[src/rtl/fwd_hazard_unit.sv]
// Decode, ID-stage forwarding and hazard detection for a 5-stage MIPS pipeline.
// Keeps a shadow EX/MEM/WB copy of destination and control state to resolve RAW hazards.
module fwd_hazard_unit #(
  parameter int REG_ADDR_W = 5,
  parameter bit FWD_EN     = 1'b1,
  parameter bit ZERO_REG   = 1'b1
) (
  input  logic                  clk,
  input  logic                  rst,
  input  logic                  id_valid,
  input  logic                  hold,
  input  logic [5:0]            op,
  input  logic [5:0]            func,
  input  logic [REG_ADDR_W-1:0] rs,
  input  logic [REG_ADDR_W-1:0] rt,
  input  logic [REG_ADDR_W-1:0] rd,
  output logic                  stall,
  output logic                  illegal,
  output logic [1:0]            d_fwda,
  output logic [1:0]            d_fwdb,
  output logic                  e_wreg,
  output logic                  e_m2reg,
  output logic                  e_wmem,
  output logic                  e_aluimm,
  output logic [3:0]            e_aluc,
  output logic [REG_ADDR_W-1:0] e_dest,
  output logic                  m_wreg,
  output logic                  m_m2reg,
  output logic                  m_wmem,
  output logic [REG_ADDR_W-1:0] m_dest,
  output logic                  w_wreg,
  output logic                  w_m2reg,
  output logic [REG_ADDR_W-1:0] w_dest
);

  localparam logic [5:0] OP_RTYPE = 6'b000000;
  localparam logic [5:0] OP_LW    = 6'b100011;
  localparam logic [5:0] OP_SW    = 6'b101011;
  localparam logic [5:0] OP_ADDI  = 6'b001000;

  localparam logic [5:0] FN_ADD = 6'b100000;
  localparam logic [5:0] FN_SUB = 6'b100010;
  localparam logic [5:0] FN_OR  = 6'b100101;
  localparam logic [5:0] FN_XOR = 6'b100110;
  localparam logic [5:0] FN_AND = 6'b100100;

  logic                  d_wreg;
  logic                  d_m2reg;
  logic                  d_wmem;
  logic                  d_aluimm;
  logic [3:0]            d_aluc;
  logic [REG_ADDR_W-1:0] d_dest;
  logic [1:0]            src_used;   // bit 0: rs, bit 1: rt
  logic [1:0]            hazard;
  logic [3:0]            fwd_sel;
  logic                  hazard_any;

  always_comb begin
    d_wreg   = 1'b0;
    d_m2reg  = 1'b0;
    d_wmem   = 1'b0;
    d_aluimm = 1'b0;
    d_aluc   = 4'b0000;
    d_dest   = '0;
    src_used = 2'b00;
    illegal  = 1'b0;
    if (id_valid) begin
      case (op)
        OP_RTYPE: begin
          d_wreg   = 1'b1;
          d_dest   = rd;
          src_used = 2'b11;
          case (func)
            FN_ADD:  d_aluc = 4'b0000;
            FN_SUB:  d_aluc = 4'b0001;
            FN_OR:   d_aluc = 4'b0010;
            FN_XOR:  d_aluc = 4'b0011;
            FN_AND:  d_aluc = 4'b0100;
            default: begin
              // Unknown function code degrades to a NOP with no sources.
              d_wreg   = 1'b0;
              d_dest   = '0;
              src_used = 2'b00;
              illegal  = 1'b1;
            end
          endcase
        end
        OP_LW: begin
          d_wreg   = 1'b1;
          d_m2reg  = 1'b1;
          d_aluimm = 1'b1;
          d_dest   = rt;
          src_used = 2'b01;
        end
        OP_SW: begin
          d_wmem   = 1'b1;
          d_aluimm = 1'b1;
          src_used = 2'b11;
        end
        OP_ADDI: begin
          d_wreg   = 1'b1;
          d_aluimm = 1'b1;
          d_dest   = rt;
          src_used = 2'b01;
        end
        default: illegal = 1'b1;
      endcase
    end
  end

  for (genvar gi = 0; gi < 2; gi++) begin : g_src
    logic [REG_ADDR_W-1:0] src;
    logic                  eligible;
    logic                  ex_match;
    logic                  mem_match;

    assign src       = (gi == 0) ? rs : rt;
    assign eligible  = src_used[gi] && (!ZERO_REG || (src != '0));
    assign ex_match  = eligible && e_wreg && (e_dest == src);
    assign mem_match = eligible && m_wreg && (m_dest == src);

    // A load in EX cannot be forwarded yet; the select falls back to MEM while stalling.
    assign hazard[gi] = FWD_EN ? (ex_match && e_m2reg) : (ex_match || mem_match);
    assign fwd_sel[gi*2 +: 2] = !FWD_EN                 ? 2'b00 :
                                (ex_match && !e_m2reg)  ? 2'b01 :
                                mem_match               ? (m_m2reg ? 2'b11 : 2'b10) :
                                                          2'b00;
  end

  assign hazard_any = |hazard;
  assign stall      = hold || hazard_any;
  assign d_fwda     = fwd_sel[1:0];
  assign d_fwdb     = fwd_sel[3:2];

  always_ff @(posedge clk) begin
    if (rst) begin
      e_wreg   <= 1'b0;
      e_m2reg  <= 1'b0;
      e_wmem   <= 1'b0;
      e_aluimm <= 1'b0;
      e_aluc   <= 4'b0000;
      e_dest   <= '0;
      m_wreg   <= 1'b0;
      m_m2reg  <= 1'b0;
      m_wmem   <= 1'b0;
      m_dest   <= '0;
      w_wreg   <= 1'b0;
      w_m2reg  <= 1'b0;
      w_dest   <= '0;
    end else if (!hold) begin
      w_wreg  <= m_wreg;
      w_m2reg <= m_m2reg;
      w_dest  <= m_dest;
      m_wreg  <= e_wreg;
      m_m2reg <= e_m2reg;
      m_wmem  <= e_wmem;
      m_dest  <= e_dest;
      if (hazard_any) begin
        e_wreg   <= 1'b0;
        e_m2reg  <= 1'b0;
        e_wmem   <= 1'b0;
        e_aluimm <= 1'b0;
        e_aluc   <= 4'b0000;
        e_dest   <= '0;
      end else begin
        e_wreg   <= d_wreg;
        e_m2reg  <= d_m2reg;
        e_wmem   <= d_wmem;
        e_aluimm <= d_aluimm;
        e_aluc   <= d_aluc;
        e_dest   <= d_dest;
      end
    end
  end

endmodule

[config.mk]
export PLATFORM = sky130hd
export DESIGN_NAME = fwd_hazard_unit
export DESIGN_NICKNAME = d
export VERILOG_FILES = /design/src/rtl/fwd_hazard_unit.sv
export SDC_FILE = /design/constraint.sdc
export NUM_CORES = 1
export LEC_CHECK = 0
export BUFFER_PORTS_ARGS = -buffer_cell sky130_fd_sc_hd__clkbuf_2
export CAP_MARGIN = 20
export CORE_UTILIZATION = 43
export DETAILED_ROUTE_END_ITERATION = 16
export PLACE_DENSITY = 0.85
export SLEW_MARGIN = 10
export SYNTH_ARGS = -nofsm -noshare
export SYNTH_HDL_FRONTEND = slang
export SYNTH_SLANG_ARGS = --single-unit
[constraint.sdc]
create_clock -name clk -period 1.59 [get_ports clk]
set_input_delay 0.0795 -clock clk [delete_from_list [all_inputs] [get_ports clk]]
set_output_delay 0.0795 -clock clk [all_outputs]
set_load 0.05 [all_outputs]
=== Word level (Yosys, flattened, before mapping) ===
Index checks and enable logic that the tools add are counted.

* Bits in registers: 28
* Input port bits: 31
* Output and inout port bits: 34

* Equal/unequal tests: 12
* Multiplexer cells: 32
* Reduce and logical (&&, ||, !) cells: 23

{| class="wikitable"
|+ Operator list
! operator !! number
|-
| 6-bit == test (second input constant) || 7
|-
| 5-bit == test || 4
|-
| 1-bit two-way mux || 15
|-
| 5-bit two-way mux || 3
|-
| 1-bit logical AND || 14
|-
| 2-bit two-way mux || 6
|-
| 3-bit case mux with 4 select lines || 1
|-
| 5-bit case mux with 2 select lines || 1
|-
| 5-bit nonzero test || 2
|-
| 6-bit by 4-bit == test with 1-bit output (second input constant) || 1
|-
| 6-bit zero test || 1
|-
| 3-bit two-way mux || 2
|-
| 2-bit case mux with 3 select lines || 1
|-
| 5-bit OR reduction || 1
|-
| 4-bit two-way mux || 1
|-
| 1-bit case mux with 2 select lines || 2
|-
| 2-bit OR reduction || 2
|-
| 3-bit OR reduction || 1
|-
| 1-bit zero test || 1
|-
| 1-bit logical OR || 1
|}

=== Logic depth before layout (Yosys ltp) ===
Gate-level depths: netlist of run 1.

* Depth in word-level cells: 11
* Depth in mapped cells: 6
* Gate-level depth less buffers: 5

=== Worst setup path before layout of run 1 ===
OpenSTA, ideal clock, no wires.

* Path kind: input to output
* From: in op[0]
* To: out d_fwda[1]
* Arrival time: 2.160 ns
* Slack: -0.649 ns
* Stages: 5
* Path buffers: 0
* Path through: or4b_2 a21oi_1 nor2_1 nor4b_1 nor2b_1

* Longest elaborated chain between the ends: 9
* Elaborated cells on any way between the ends: 15
* Classes of those cells: eq/ne (3); mux (4); reduce/logical (8)

{| class="wikitable"
|+ RTL lines
! item !! RTL line !! source
|-
| from (decl) || 12 || <nowiki>input logic [5:0] op,</nowiki>
|-
| 6-bit by 4-bit == test with 1-bit output / 6-bit == test (equally long branches) || 68 || <nowiki>case (op)</nowiki>
|-
| 2-bit OR reduction (no line) || n/a ||
|-
| 2-bit case mux with 3 select lines (*) || 68 ||
|-
| 2-bit two-way mux (*) || 67 || <nowiki>if (id_valid) begin</nowiki>
|-
| 1-bit logical AND (*) || 118 || <nowiki>assign eligible = src_used[gi] && (!ZERO_REG || (src != '0));</nowiki>
|-
| 1-bit logical AND (on tied branches) (2 in a row) || 120, 119 ||
|-
| 2-bit two-way mux / 1-bit logical AND (equally long branches) || 126, 125 ||
|-
| 2-bit two-way mux (*) || 125 || <nowiki>(ex_match && !e_m2reg) ? 2'b01 :</nowiki>
|-
| to (decl) || 19 || <nowiki>output logic [1:0] d_fwda,</nowiki>
|}

Mark *: on every way between the ends. The rest lies on a longest branch, timed or not.

=== Worst setup path after layout of run 1 ===
* From: reg e_dest[1]
* To: out d_fwdb[0]

* Longest elaborated chain between the ends: 4

{| class="wikitable"
|+ RTL lines
! item !! RTL line !! source
|-
| from (decl) || 26 || <nowiki>output logic [REG_ADDR_W-1:0] e_dest,</nowiki>
|-
| from (signal assigned) || 171 || <nowiki>e_dest <= d_dest;</nowiki>
|-
| 5-bit == test || 119 || <nowiki>assign ex_match = eligible && e_wreg && (e_dest == src);</nowiki>
|-
| 1-bit logical AND || 119 ||
|-
| 1-bit logical AND || 125 ||
|-
| 2-bit two-way mux || 125 ||
|-
| to (decl) || 20 || <nowiki>output logic [1:0] d_fwdb,</nowiki>
|}

Every way passes these cells.

==> results of run 1 <==
-- power breakdown --
part | internal, mW | switching [mW]
Clock | 0.0967 | 0.211
Sequential | 0.672 | 0.000764
Combinational | 0.0963 | 0.122
-- cell usage after synthesis (all sizes together) --
library cell | number | area, um2
a2111oi | 2 | 36.3
or3b | 1 | 11.3
clkbuf | 5 | 18.8
nand4 | 5 | 31.3
nand3 | 3 | 15.0
a21oi | 4 | 20.0
nor3b | 2 | 15.0
o21a | 1 | 7.51
buf | 2 | 18.8
xnor2 | 8 | 70.1
nor3 | 2 | 10.0
nand2 | 20 | 75.1
or3 | 2 | 17.5
or4b | 1 | 10.0
o21ai | 13 | 65.1
or2 | 2 | 12.5
o2111ai | 2 | 17.5
dfxtp | 27 | 541
a22o | 5 | 50.1
nor4b | 1 | 8.76
nand4b | 1 | 8.76
mux2i | 15 | 150
and2 | 2 | 13.8
o2111a | 1 | 11.3
nor2 | 23 | 86.3
and3 | 4 | 27.5
nor2b | 5 | 31.3
a21o | 2 | 15.0
or2b | 1 | 8.76
conb | 1 | 3.75
nor4 | 3 | 18.8
xor2 | 12 | 105
a21boi | 1 | 11.3
-- state kept, by name, summed over array words and instances (netlist names) --
register	flops
e_aluc	3
e_aluimm	1
e_dest	5
e_m2reg	1
e_wmem	1
e_wreg	1
m_dest	5
m_m2reg	1
m_wmem	1
m_wreg	1
w_dest	5
w_m2reg	1
w_wreg	1
-- cells by family after synthesis --
family / after synthesis / share of synthesized area, %
AOI/OAI and AO/OA: 31 / 15.2
xor gates and xnor gates: 20 / 11.4
buffers and inverters: 7 / 2.43
DFF: 27 / 35.0
muxes: 15 / 9.73
other: 1 / 0.243
and+or+nand+nor: 78 / 26.0
-- worst paths after layout --
kind / cells past startpoint / start / to
worst max-delay path: 7 / e_dest[1] / d_fwdb[0]
worst min-delay path: 4 / func[2] / e_aluc[2]
worst max register to register: 7 / e_dest[1] / e_dest[4]
worst min register to register: 2 / e_aluc[2] / e_aluc[2]
-- layer usage --
layer | vias to the layer above | routed length [um] | part of all wire [%] | GRT usage [%]
li1 | 818 | - | - | -
met1 | 820 | 1950 | 39 | 30.1
met2 | 92 | 2530 | 51 | 44.2
met3 | 20 | 331 | 6.7 | 4.55
met4 | 0 | 161 | 3.2 | 6.98
met5 | - | 0 | 0 | 0
-- tightest hold or removal path: stages --
cell and delay, ns:
clkbuf_2 0.09, buf_4 0.13, nand4_1 0.08, o21ai_2 0.06
-- metrics by stage --
stage | area, um2 | util (%) | std cells | hold slack, ns | setup slack (ns)
2_1_floorplan | 1590 | - | 179 | 0.233 | -0.159
3_3_place_gp | 2170 | 64.0 | 309 | 0.437 | -0.437
3_5_place_dp | 2170 | 64.0 | 309 | 0.453 | -0.467
4_1_cts | 2300 | 67.8 | 315 | 0.105 | -0.482
5_1_grt | 2370 | 70.1 | 317 | 0.106 | -0.603
6_report | 2370 | 70.1 | 317 | 0.113 | -0.498
-- what timing repair did --
action                     in CTS  in global routing
hold endpoints to repair        0                  0
gates cloned                    1                  0
pin swaps                      20                  3
setup buffers                   1                  3
gates resized for setup        32                 15
setup endpoints to repair      18                 18
-- cell type report --
| cell class | count | area share [%] |
|---|---|---|
| clock inverters | 1 | 0.316 |
| multi-input cells | 145 | 45.9 |
| flip-flops and latches | 27 | 23.6 |
| clock buffers | 3 | 0.948 |
| repair buffers | 95 | 26.9 |
| well taps | 46 | 2.42 |
==> metrics.md, run 1 <==
| Metric | Value |
|---|---|
| Status | `finished with violations` |
| Failing checks | `negative setup slack` |
| Max clock buf depth | `2` |
| Grt ovf | `0` |
| PortBufs | `63` |
| Drt pass-1 iters | `6` |
| Share of cells above drive strength 1 | `54.2%` |
| CTS tree | `done` |
| PD cells | `505 nW/um2` |
| Tot GR Track Use | `24.7%` |
| Worst-Skew Late Latency | `0.34 ns` |
| Die Y | `61.9 um` |
| Initial antenna violation count | `0` |
| Final net count | `303` |
| Final worst slack | `-0.498 ns` |
| Detailed Route WL | `4980 um` |
| Max Slew Vio Count | `0` |
| First-pass GRT wire length | `6930 um` |
| Fmax | `479 MHz` |
| Endpoints failing setup | `17` |
| Critical Path Start Type | `register` |
| Clock Skew | `0.00774 ns` |
| Most common cell after layout, fill and taps aside | `clkbuf_2` |
| Largest net degree at the start of global routing | `18` |
| H-tree depth | `1` |
| Fillers | `231` |
| Max-cap check violation count | `0` |
| Leakage | `1.11 nW` |
| Clk slew on worst S/H paths | `0.15 ns` |
| Worst-path cell chain | `xor2_1 -> nor4_2 -> o2111ai_2 -> buf_4 -> nor2_4 -> a21o_4 -> buf_12` |
| Vias per cell | `5.52` |
| Slowest stage delay, CP | `0.40 ns` |
| RSZ-0062 raised after global routing | `yes` |
| Mapped Cells | `179` |
| Distinct cells, synth | `38` |
| Rows | `21` |
| Setup Crit Path Kind | `register to output pin` |
| Yosys warns | `0` |
| IO Pins | `65` |
| Syn nets | `210` |
| Tcrit/Tclk final | `131%` |
| Vias in the first global route | `1533` |
| CTS hold repair buffers | `0` |
| Reg-to-reg setup timing slack | `-0.19 ns` |
| Via count | `1750` |
| Die area | `3830 um2` |
| Post-layout min period | `2.09 ns` |
| Register bit total from synthesis | `27` |
| Data required, critical path | `1.51 ns` |
| Hold Fails Final Rpt | `0` |
| Antenna Diode Count | `0` |
| Area delta synth->final | `53.9%` |
| Die Width | `61.9 um` |
| Starting Density | `45.5%` |
| Synthesized area per cell | `8.62 um2` |
| Area taken by multi-input logic gates | `1090 um2` |
| Sequential Area | `559 um2` |
| Crit path max-delay family | `simple AND/OR/NAND/NOR gates` |
| Worst Path Arrival | `2.01 ns` |
| Post-DP HPWL | `3480 um` |
| Crit path max fanout | `4` |
| Initial drt markers | `112` |
| CORE AREA | `3390 um2` |
| Worst path bufs/invs | `2` |
| Total power | `1.20 mW` |
| Seq/Total Area, Yosys | `35.0%` |
| Wire length per cell | `15.7 um` |
| Commonest non-fill, non-tap cells in the layout | `57 x clkbuf_2, 30 x buf_4, 21 x nor2_1` |
| Slowest library cell on the worst path | `dfxtp_4` |
| Hold crit path type | `primary input to register` |
| Final TNS setup | `-4.37 ns` |
| Root Buffer | `clkbuf_4` |
| Total CTS buffers | `3` |
| DRC | `0` |
| Clock sink count | `27` |
| Peak VDD IR | `529 uV` |
| Global placer's final weighted congestion | `0.901` |
| ANT nets after route | `0` |
| Worst setup EP type | `output pin` |
| Synthesized cell area | `1540 um2` |
(Power assumes the default switching activity.)
==> inputs of run 2 (changes only) <==
==> constraint.sdc (replaced) <==
create_clock -name clk -period 1.8 [get_ports clk]
set_input_delay 0.09 -clock clk [delete_from_list [all_inputs] [get_ports clk]]
set_output_delay 0.09 -clock clk [all_outputs]
set_load 0.05 [all_outputs]
==> metrics.md, run 2 (synthesized netlist as in run 1, its figures left out) <==
| Metric | Value |
|---|---|
| Post-layout min period | `2.06 ns` |
| Commonest non-fill, non-tap cells in the layout | `58 x clkbuf_2, 21 x nor2_1, 21 x buf_4` |
| Post-DP HPWL | `3270 um` |
| Initial antenna violation count | `0` |
| Area delta synth->final | `42.8%` |
| Rows | `21` |
| Clock sink count | `27` |
| H-tree depth | `1` |
| Placement Setup Slack | `-0.372 ns` |
| Final TNS setup | `-1.04 ns` |
| Final net count | `292` |
| Starting Density | `45.5%` |
| WHS | `0.0821 ns` |
| Die Width | `61.9 um` |
| Slowest library cell on the worst path | `dfxtp_4` |
| Status | `finished with violations` |
| Detailed Route WL | `4220 um` |
| R2R Path Start | `e_dest[3]` |
| Regs by FF count | `e_dest: 5 flops, m_dest: 5 flops, w_dest: 5 flops` |
| Clk slew on worst S/H paths | `0.14 ns` |
| Endpoints failing setup | `5` |
| PD cells | `473 nW/um2` |
| Hold crit path type | `primary input to register` |
| RSZ-0062 raised after global routing | `yes` |
| ANT nets after route | `0` |
| Die area | `3830 um2` |
| Fmax | `486 MHz` |
| Cell Area, Placed | `2080 um2` |
| Global placer's final weighted congestion | `0.899` |
| DRC | `0` |
| Setup Crit Path Kind | `register to output pin` |
| Most common cell after layout, fill and taps aside | `clkbuf_2` |
| Grt ovf | `0` |
| Data required, critical path | `1.71 ns` |
| Share of cells above drive strength 1 | `47.3%` |
| Drt pass-1 iters | `4` |
| Critical Path Start Type | `register` |
| Vias in the first global route | `1427` |
| HP Start | `op[4]` |
| Vias per cell | `5.26` |
| Fillers | `294` |
| Root Buffer | `clkbuf_4` |
| Worst Path Arrival | `1.97 ns` |
| Crit path max-delay family | `simple AND/OR/NAND/NOR gates` |
| Worst setup EP type | `output pin` |
| Max clock buf depth | `2` |
| CTS hold repair buffers | `0` |
| Area taken by multi-input logic gates | `1020 um2` |
| CP startpoint | `e_dest[2]` |
| Largest net degree at the start of global routing | `18` |
| Worst-Skew Late Latency | `0.33 ns` |
| Via count | `1611` |
| CORE AREA | `3390 um2` |
| Initial drt markers | `93` |
| Finished Cell Area | `2200 um2` |
| Failing checks | `negative setup slack` |
| Die Y | `61.9 um` |
| Total power | `1.04 mW` |
| First-pass GRT wire length | `6370 um` |
| Peak VDD IR | `227 uV` |
| Tot GR Track Use | `22.6%` |
| CTS tree | `done` |
| Crit path max fanout | `4` |
| IO Pins | `65` |
| Sequential Area | `558 um2` |
| Max Slew Vio Count | `0` |
| Worst path bufs/invs | `2` |
| Total CTS buffers | `3` |
| Leakage | `1.02 nW` |
| Slowest stage delay, CP | `0.40 ns` |
| Final worst slack | `-0.256 ns` |
| Tcrit/Tclk final | `114%` |
| PortBufs | `63` |
| Max-cap check violation count | `0` |
| Hold Fails Final Rpt | `0` |
| Antenna Diode Count | `0` |
| Wire length per cell | `13.8 um` |
| Clock Skew | `0.00700 ns` |
| Worst-path cell chain | `xor2_2 -> nor4_2 -> o2111ai_2 -> buf_4 -> nor2_4 -> a21o_2 -> buf_12` |
==> run 2: per-layer routing <==
layer / track usage, % / vias up / part of all wire, %
met5: 0 / - / 0
met4: 7.94 / 0 / 1.8
met3: 2.90 / 8 / 6.1
met2: 40.1 / 64 / 49
met1: 28.1 / 744 / 43
li1: - / 795 / -
==> run 2: stage by stage <==
stage	cells	utilization, %
after floorplan	179	-
after global placement	298	61.5
after detailed placement	298	61.5
after CTS	303	63.6
after global routing	306	65.0
final	306	65.0
==> run 2: worst reg2reg max path: stages (launching register included) <==
cell and delay, ns:
dfxtp_4 0.38, buf_4 0.14, xor2_1 0.15, nor4_1 0.19, o2111ai_1 0.21, a21boi_2 0.24
buf_4 0.21, o21ai_0 0.11
==> run 2: what timing repair did <==
item	CTS	global route
setup endpoints to repair	6	17
gates cloned	0	0
resized for setup	11	6
buffers inserted	1	3
pin swaps	11	6
==> run 2: worst paths after layout <==
check	to	slack, ns	depth (start not counted)
max	d_fwdb[0]	-0.26	7
max reg2reg	e_dest[2]	0.07	7
min reg2reg	e_aluimm	0.47	2
min	e_wmem	0.08	4
==> run 2: layout make-up <==
class                      count  share of cell area, %
multi-input combinational    145                   46.4
sequential                    27                   25.3
timing repair buffer          84                   24.4
tap                           46                   2.61
clock buffer                   3                   1.02
clock inverter                 1                  0.227
==> run 2: power breakdown <==
| part | switching (mW) | internal [mW] | total [mW] |
|---|---|---|---|
| Combinational | 0.101 | 0.0766 | 0.178 |
| Sequential | 0.000565 | 0.594 | 0.594 |
| Clock | 0.187 | 0.0836 | 0.270 |
